`config.mk`:
```
export PLATFORM = sky130hd
export DESIGN_NAME = demorgan_frame_decoder_flat
export DESIGN_NICKNAME = d
export VERILOG_FILES = /design/src/rtl/demorgan_frame_decoder_if.sv /design/src/rtl/demorgan_frame_decoder.sv /design/src/flat_wrapper.sv
export SDC_FILE = /design/constraint.sdc
export NUM_CORES = 1
export LEC_CHECK = 0
export BUFFER_PORTS_ARGS = -buffer_cell sky130_fd_sc_hd__buf_2
export CELL_PAD_IN_SITES_DETAIL_PLACEMENT = 1
export CELL_PAD_IN_SITES_GLOBAL_PLACEMENT = 1
export CORE_ASPECT_RATIO = 1.4
export CORE_UTILIZATION = 40
export CTS_BUF_LIST = sky130_fd_sc_hd__clkbuf_8
export DETAILED_ROUTE_END_ITERATION = 16
export GPL_TIMING_DRIVEN = 0
export PLACE_DENSITY = 0.74
export SLEW_MARGIN = 20
export SYNTH_ARGS = -nofsm -noshare
export SYNTH_HDL_FRONTEND = slang
export SYNTH_SLANG_ARGS = --single-unit
```
`constraint.sdc`:
```
create_clock -name clk -period 2.09 [get_ports clk]
set_input_delay 0.209 -clock clk [delete_from_list [all_inputs] [get_ports clk]]
set_output_delay 0.209 -clock clk [all_outputs]
set_load 0.05 [all_outputs]
```
`src/rtl/demorgan_frame_decoder_if.sv`:
```
// Word stream in and per-frame result out for the polarity frame decoder.
// The decoder connects through the slave modport; the producer/consumer side uses master.
interface demorgan_frame_decoder_if #(
   parameter int unsigned W     = 3,
   parameter int unsigned CNT_W = 8
);
   logic             in_valid;
   logic             in_ready;
   logic [W-1:0]     in_data;
   logic             in_last;
   logic             in_par;
   logic             out_valid;
   logic             out_ready;
   logic             out_and;
   logic             out_or;
   logic             out_xor;
   logic [CNT_W-1:0] out_cnt;
   logic             out_err;
   logic             out_ovf;

   modport master (
      output in_valid, in_data, in_last, in_par, out_ready,
      input  in_ready, out_valid, out_and, out_or, out_xor, out_cnt, out_err, out_ovf
   );

   modport slave (
      input  in_valid, in_data, in_last, in_par, out_ready,
      output in_ready, out_valid, out_and, out_or, out_xor, out_cnt, out_err, out_ovf
   );
endinterface

```
`src/rtl/demorgan_frame_decoder.sv`:
```
// Strips the encoder's polarity inversion and reduces every decoded bit of a frame
// to AND/OR/XOR, with a saturating word count and a frame parity check.
module demorgan_frame_decoder #(
   parameter int unsigned    W        = 3,
   parameter logic [W-1:0]   INV_MASK = 3'b101,
   parameter int unsigned    CNT_W    = 8
) (
   input logic                    clk,
   input logic                    rst_n,
   demorgan_frame_decoder_if.slave bus
);

   typedef enum logic [1:0] {
      IDLE,
      ACC,
      HOLD
   } state_t;

   localparam logic [CNT_W-1:0] CNT_MAX = '1;
   localparam logic [CNT_W-1:0] CNT_ONE = CNT_W'(1);

   state_t state, state_next;

   logic [W-1:0]     d;
   logic             in_ready;
   logic             accept;
   logic             start;

   logic             acc_and, acc_or, acc_xor, acc_ovf;
   logic [CNT_W-1:0] acc_cnt;
   logic             n_and, n_or, n_xor, n_ovf;
   logic [CNT_W-1:0] n_cnt;

   logic             out_valid;
   logic             out_and, out_or, out_xor, out_err, out_ovf;
   logic [CNT_W-1:0] out_cnt;

   assign d        = bus.in_data ^ INV_MASK;
   assign in_ready = (state != HOLD) || bus.out_ready;
   assign accept   = bus.in_valid && in_ready;
   // An accept in HOLD only happens once the result is consumed, so it opens a new frame.
   assign start    = accept && (state != ACC);

   always_ff @(posedge clk or negedge rst_n) begin
      if (!rst_n) begin
         state <= IDLE;
      end else begin
         state <= state_next;
      end
   end

   always_comb begin
      state_next = state;
      n_and      = acc_and;
      n_or       = acc_or;
      n_xor      = acc_xor;
      n_cnt      = acc_cnt;
      n_ovf      = acc_ovf;

      if (start) begin
         n_and = &d;
         n_or  = |d;
         n_xor = ^d;
         n_cnt = CNT_ONE;
         n_ovf = 1'b0;
      end else begin
         n_and = acc_and & (&d);
         n_or  = acc_or  | (|d);
         n_xor = acc_xor ^ (^d);
         if (acc_cnt == CNT_MAX) begin
            n_ovf = 1'b1;
         end else begin
            n_cnt = acc_cnt + CNT_ONE;
         end
      end

      if (accept) begin
         state_next = bus.in_last ? HOLD : ACC;
      end else if (state == HOLD && bus.out_ready) begin
         state_next = IDLE;
      end
   end

   always_ff @(posedge clk or negedge rst_n) begin
      if (!rst_n) begin
         acc_and   <= 1'b0;
         acc_or    <= 1'b0;
         acc_xor   <= 1'b0;
         acc_cnt   <= '0;
         acc_ovf   <= 1'b0;
         out_valid <= 1'b0;
         out_and   <= 1'b0;
         out_or    <= 1'b0;
         out_xor   <= 1'b0;
         out_cnt   <= '0;
         out_err   <= 1'b0;
         out_ovf   <= 1'b0;
      end else begin
         if (accept) begin
            acc_and <= n_and;
            acc_or  <= n_or;
            acc_xor <= n_xor;
            acc_cnt <= n_cnt;
            acc_ovf <= n_ovf;
         end
         if (accept && bus.in_last) begin
            out_valid <= 1'b1;
            out_and   <= n_and;
            out_or    <= n_or;
            out_xor   <= n_xor;
            out_cnt   <= n_cnt;
            out_err   <= n_xor ^ bus.in_par;
            out_ovf   <= n_ovf;
         end else if (state == HOLD && bus.out_ready) begin
            out_valid <= 1'b0;
         end
      end
   end

   assign bus.in_ready  = in_ready;
   assign bus.out_valid = out_valid;
   assign bus.out_and   = out_and;
   assign bus.out_or    = out_or;
   assign bus.out_xor   = out_xor;
   assign bus.out_cnt   = out_cnt;
   assign bus.out_err   = out_err;
   assign bus.out_ovf   = out_ovf;

endmodule

```
`src/flat_wrapper.sv`:
```
// flat-port wrapper written by rule: the top's interface ports become plain ports
module demorgan_frame_decoder_flat 
#(
   parameter int unsigned    W        = 3,
   parameter logic [W-1:0]   INV_MASK = 3'b101,
   parameter int unsigned    CNT_W    = 8
)
  (clk, rst_n, bus_in_valid, bus_in_data, bus_in_last, bus_in_par, bus_out_ready, bus_in_ready, bus_out_valid, bus_out_and, bus_out_or, bus_out_xor, bus_out_cnt, bus_out_err, bus_out_ovf);
  demorgan_frame_decoder_if #(.W(W), .CNT_W(CNT_W)) bus_i ();
  input logic clk;
  input logic rst_n;
  input wire logic [$bits(bus_i.in_valid)-1:0] bus_in_valid;
  input wire logic [$bits(bus_i.in_data)-1:0] bus_in_data;
  input wire logic [$bits(bus_i.in_last)-1:0] bus_in_last;
  input wire logic [$bits(bus_i.in_par)-1:0] bus_in_par;
  input wire logic [$bits(bus_i.out_ready)-1:0] bus_out_ready;
  output wire logic [$bits(bus_i.in_ready)-1:0] bus_in_ready;
  output wire logic [$bits(bus_i.out_valid)-1:0] bus_out_valid;
  output wire logic [$bits(bus_i.out_and)-1:0] bus_out_and;
  output wire logic [$bits(bus_i.out_or)-1:0] bus_out_or;
  output wire logic [$bits(bus_i.out_xor)-1:0] bus_out_xor;
  output wire logic [$bits(bus_i.out_cnt)-1:0] bus_out_cnt;
  output wire logic [$bits(bus_i.out_err)-1:0] bus_out_err;
  output wire logic [$bits(bus_i.out_ovf)-1:0] bus_out_ovf;
  assign bus_i.in_valid = bus_in_valid;
  assign bus_i.in_data = bus_in_data;
  assign bus_i.in_last = bus_in_last;
  assign bus_i.in_par = bus_in_par;
  assign bus_i.out_ready = bus_out_ready;
  assign bus_in_ready = bus_i.in_ready;
  assign bus_out_valid = bus_i.out_valid;
  assign bus_out_and = bus_i.out_and;
  assign bus_out_or = bus_i.out_or;
  assign bus_out_xor = bus_i.out_xor;
  assign bus_out_cnt = bus_i.out_cnt;
  assign bus_out_err = bus_i.out_err;
  assign bus_out_ovf = bus_i.out_ovf;
  demorgan_frame_decoder #(.W(W), .INV_MASK(INV_MASK), .CNT_W(CNT_W)) u_core (.clk(clk), .rst_n(rst_n), .bus(bus_i));
endmodule
```
== After elaboration in Yosys (flattened, before gate mapping) ==
Cells that the tools add are included.
Operators by class
  $add $sub $neg: 1
  equality and inequality tests: 4
  muxes and demuxes: 12
  bitwise gates (word level): 5
  reductions and logical operators: 10
Operators with widths (number)
  $mux 8: 2
  $add 8x1->8 const B: 1
  $eq 8x8->1 const B: 1
  $mux 1: 7
  $mux 2: 3
  $logic_and 1x1->1: 4
  $reduce_bool 2->1: 2
  $reduce_and 3->1: 1
  $reduce_or 3->1: 1
  $reduce_xor 3->1: 1
  $eq 2x2->1 const B: 1
  $ne 2x1->1 const B: 1
  $ne 2x2->1 const B: 1
  $not 2->2: 1
  $xor 1x1->1: 2
  $and 1x1->1: 1
  $logic_or 1x1->1: 1
  $or 1x1->1: 1
Word-level totals
  bits in registers: 28
  output and inout port bits: 15
  logic and storage cells: 45

== Logic depth before layout (Yosys ltp) ==
  word-level depth: 6
  depth in mapped cells: 6
  mapped depth without buffers: 6

== Worst setup path after synthesis ==
OpenSTA, ideal clock, no wires.
  path type: register -> register
  from: reg u_core.state[0]
  to: reg u_core.out_cnt[0], in the netlist u_core.bus.out_cnt[0]
  library setup time: 0.121 ns
  arrival time: 1.403 ns
  setup slack: 0.566 ns
  stages on the path, launching flop included: 6
  path buffers: 1
  clock period less this slack: 1.524 ns
  path through: dfrtp_1 nor3b_4 inv_2 and3_1 buf_2 o22a_1
On the way
  longest elaborated chain between the ends: 5
  elaborated cells on any way between the ends: 7
Ends and longest elaborated chain
  start, declared: RTL line demorgan_frame_decoder.sv:22  | state_t state, state_next;
  start signal, assigned: RTL line demorgan_frame_decoder.sv:48  | state <= state_next;
  $ne 2x2->1 *: RTL line demorgan_frame_decoder.sv:39  | assign in_ready = (state != HOLD) || bus.out_ready;
  $logic_or 1x1->1 *: RTL line demorgan_frame_decoder.sv:39
  named net bus_in_ready: RTL line flat_wrapper.sv:17  | output wire logic [$bits(bus_i.in_ready)-1:0] bus_in_ready;
  $logic_and 1x1->1 *: RTL line demorgan_frame_decoder.sv:40  | assign accept = bus.in_valid && in_ready;
  $logic_and 1x1->1: RTL line demorgan_frame_decoder.sv:42  | assign start = accept && (state != ACC);
  $mux 8: RTL line demorgan_frame_decoder.sv:60  | if (start) begin
  end signal, assigned: RTL line demorgan_frame_decoder.sv:111  | out_cnt <= n_cnt;
  end, declared: RTL line demorgan_frame_decoder.sv:36  | logic [CNT_W-1:0] out_cnt;
Mark *: on every way through the listed nets, which the timed path passes. The rest lies on a longest branch.
A chain may end at the register's enable or synchronous reset.

== Worst setup path in the final report ==
  from: reg u_core.acc_cnt[0]
  to: reg u_core.acc_cnt[1]
On the way
  longest elaborated chain between the ends: 3
  elaborated cells on any way between the ends: 4
Ends and longest elaborated chain
  start, declared: RTL line demorgan_frame_decoder.sv:30  | logic [CNT_W-1:0] acc_cnt;
  start signal, assigned: RTL line demorgan_frame_decoder.sv:103  | acc_cnt <= n_cnt;
  $add 8x1->8 / $eq 8x8->1 (equally long branches): RTL line demorgan_frame_decoder.sv:73, demorgan_frame_decoder.sv:70
  $mux 8 *: RTL line demorgan_frame_decoder.sv:70  | if (acc_cnt == CNT_MAX) begin
  $mux 8 *: RTL line demorgan_frame_decoder.sv:60
Every way passes the cells marked *; elsewhere a longest branch is shown, timed or not.

==> results by group <==
Die
  – Initial Utilization: a little over two fifths
  – Cell Rows: 24
  – Full die area: 0.00367 mm²
  – Std-Cell Core Area: around 0.0032 mm²
  – Die extent in x: 51.5 µm
  – Top Ports: 24
  – Die H: 71.3 µm

Min path
  – Hold path cells: 2
  – Critical hold path startpoint: bus_in_last
  – Worst hold endpoint: u_core.state[0]$_DFFE_PN0P_
  – Hold WC Path Type: input port to register

CTS
  – CTS tree: yes
  – Num Clock Sinks: 28
  – Total CTS buffers: 3
  – Setup Buffers After CTS: 0
  – Hold bufs inserted after CTS: 1
  – CTS resizes: 0
  – Clock Pin Slew Worst Setup and Hold Paths: roughly 0.09 ns
  – CTS root buffer: clkbuf_8
  – CTS max path bufs: 2
  – Clock latency on the worst-skew pair: roughly 0.28 ns
  – H-tree levels: 1

Finish
  – Antenna diode count: 0
  – Nets@finish: 186
  – Post-route core utilization: 49.9%
  – Layout cells sized above 1: a little over a fifth
  – Synthesis-to-layout area growth: 15.7%

Timing
  – Min Tclk post-route: 1.87 ns
  – Setup TNS Final: 0 ns
  – Worst hold slack: just over 0.2 ns
  – Final Hold Viols: 0
  – RSZ-0062 raised after global routing: false
  – Tightest Pin Transition: between 0.6 and 0.7 ns
  – Final setup vio count: 0
  – Final worst-path cycle share: about nine tenths
  – Slew HR: a little under three fifths
  – Worst Skew: 0.00348 ns
  – Final Max Tran Viols: 0
  – Max Freq: approximately 540 MHz

Critical path
  – Critical path's largest stage delay: 0.45 ns
  – CP endpoint kind: register
  – R2R depth: 5
  – Critical Path RT: roughly 2.3 ns
  – Reg2Reg Launch Point: u_core.acc_cnt[0]$_DFFE_PN0N_
  – Worst reg2reg setup slack: roughly 0.22 ns
  – Cell Chain, Critical Path: ha_1 > nand4_1 > nor2_1 > nor3_1 > a22o_1
  – Critical Path AT: slightly above 2 ns
  – Maximum fanout along the worst path: 7
  – CP Class: register to register
  – CP startpoint kind: register
  – CP max stage cell: dfrtp_1
  – Worst r2r dst: u_core.acc_cnt[1]$_DFFE_PN0N_

Logic synthesis
  – Synth warnings: 0
  – Synth cell count leaders: 28 x dfrtp_1, 24 x nand2_1, 21 x o21ai_0
  – Prevailing post-synth register cell: dfrtp_1
  – Synth Register Bits: 28
  – Gate Count Post-Synth: 145
  – Yosys cell types: 34
  – Synth Cell Area: 0.00137 mm²
  – Largest area contributor in the netlist: dfrtp_1
  – EDFF count, synth: 0
  – Count leader, synth: dfrtp_1
  – Syn nets: between 150 and 200
  – Sequential fraction of the synthesis area: around half
  – Synth top area cells: dfrtp_1 51%, o21ai_0 7.7%, nand2_1 6.6%
  – Syn Area/Cell: roughly 9.5 µm²
  – Post-synth ARST share: 100%
  – Share of the synthesized area in the top cell type: 51.0%

Route
  – Vias/cell: 5.70
  – Iteration-0 DRC Markers: 14
  – Pre-antenna DRT Iters: 4
  – Drt wl/cell: roughly 17 µm
  – Drt drc: 0
  – Via count of the routed design: roughly 1200
  – Total wire length: 3500 µm
  – DRT antenna net count: 0

Power
  – Maximum VDD drop: 0.000697 V
  – PD cells: 954 mW/mm²
  – Leakage: between 0.7 and 0.8 nW

Outcome
  – Status: complete, no violations

Place
  – Port bufs: 23
  – HPWL Detailed: between 2000 and 3000 µm
  – GPL Wtd Cong: 0.778

GRT
  – Number of global-route vias before repair: ~1300
  – Gr usage total: a little over a fifth
  – First-pass GRT wire length: around 6000 µm
  – Initial antenna violation count: 0
  – Largest net degree at the start of global routing: 29
  – GR Overflow Total: 0

Flow run
  – Max cap viols: 0
==> layer usage <==
layer	wire, µm	global-route usage (%)	up-vias
li1	-	-	571
met1	1540	27.1	604
met2	1820	38.2	23
met3	92	2.12	5
met4	51	8.41	0
met5	0	0	-
==> where the power goes <==
group          internal [mW]  switching, mW  leakage (nW)
clock                  0.130          0.169        0.0216
combinational          0.146          0.349         0.362
sequential             0.633         0.0876         0.360
==> critical path: cells and delay by family (launching register included) <==
kind | cells | cell delay (ns)
AOI/OAI and AO/OA | 1 | 0.26
adders and majority gates | 1 | 0.35
DFF | 1 | 0.45
and+or+nand+nor | 3 | 0.69
==> cells by family after synthesis <==
| group | Yosys count | share of synthesized area [%] |
|---|---|---|
| mux | 2 | 1.46 |
| buf+inv | 8 | 2.73 |
| flops | 28 | 51.0 |
| simple gates | 51 | 18.8 |
| xor+xnor | 5 | 3.19 |
| fa+ha+maj | 3 | 2.74 |
| compound gates | 48 | 20.1 |
==> layout by cell type, fill, tap and decap left out, drive strengths merged <==
master and instances:
nand2 24, buf 26, nor2b 1, mux2i 2, ha 3, nor3 5, and2b 1, or3 1
a21oi 14, a31oi 1, nand2b 2, a31o 2, dlygate4sd3 1, a211oi 1, and4 1, a22o 3
xnor2 3, o21ai 23, nand4 1, nor3b 1, o41ai 1, clkbuf 4, o22a 1, nand3 5
dfrtp 28, nor2 6, inv 4, xor2 2, o31ai 2, and3 3
==> area by class of cell <==
cell class / count / area, µm²
inverter: 4 / 15.0
buffer: 4 / 22.5
clock buffer: 3 / 41.3
timing repair buffer: 24 / 125
fill: 393 / 1600
multi-input combinational: 109 / 634
sequential: 28 / 701
tap: 39 / 48.8
==> per-stage QoR <==
| stage | area [µm²] | setup slack [ns] | cells | power [mW] |
|---|---|---|---|---|
| global placement | 1540 | 0.375 | 207 | 1.20 |
| detailed placement | 1540 | 0.305 | 207 | 1.22 |
| global route | 1590 | 0.116 | 211 | 1.60 |
| floorplan | 1370 | 0.566 | 145 | 1.08 |
| CTS | 1590 | 0.250 | 211 | 1.53 |
| finish | 1590 | 0.225 | 211 | 1.51 |
==> sequential cells by signal, indices dropped and copies added, names as in the netlist <==
name and flops:
u_core.acc_cnt 8, u_core.bus.out_cnt 8, u_core.state 2, u_core.acc_and 1
u_core.acc_or 1, u_core.acc_ovf 1, u_core.acc_xor 1, u_core.bus.out_and 1
u_core.bus.out_err 1, u_core.bus.out_or 1, u_core.bus.out_ovf 1, u_core.bus.out_valid 1
u_core.bus.out_xor 1
==> how the worst max path moves through the flow <==
stage | startpoint | end | cells past startpoint
after floorplan | u_core.state[0]$_DFFE_PN0P_ | u_core.bus.out_cnt[0]$_DFFE_PN0P_ | 5
after global placement | u_core.acc_cnt[0]$_DFFE_PN0N_ | u_core.acc_cnt[1]$_DFFE_PN0N_ | 5
after detailed placement | u_core.acc_cnt[0]$_DFFE_PN0N_ | u_core.acc_cnt[1]$_DFFE_PN0N_ | 5
after CTS | u_core.acc_cnt[0]$_DFFE_PN0N_ | u_core.acc_cnt[1]$_DFFE_PN0N_ | 5
after global routing | u_core.acc_cnt[0]$_DFFE_PN0N_ | u_core.acc_cnt[1]$_DFFE_PN0N_ | 5
final | u_core.acc_cnt[0]$_DFFE_PN0N_ | u_core.acc_cnt[1]$_DFFE_PN0N_ | 5
No activity file was read; power rests on OpenSTA's default activity.
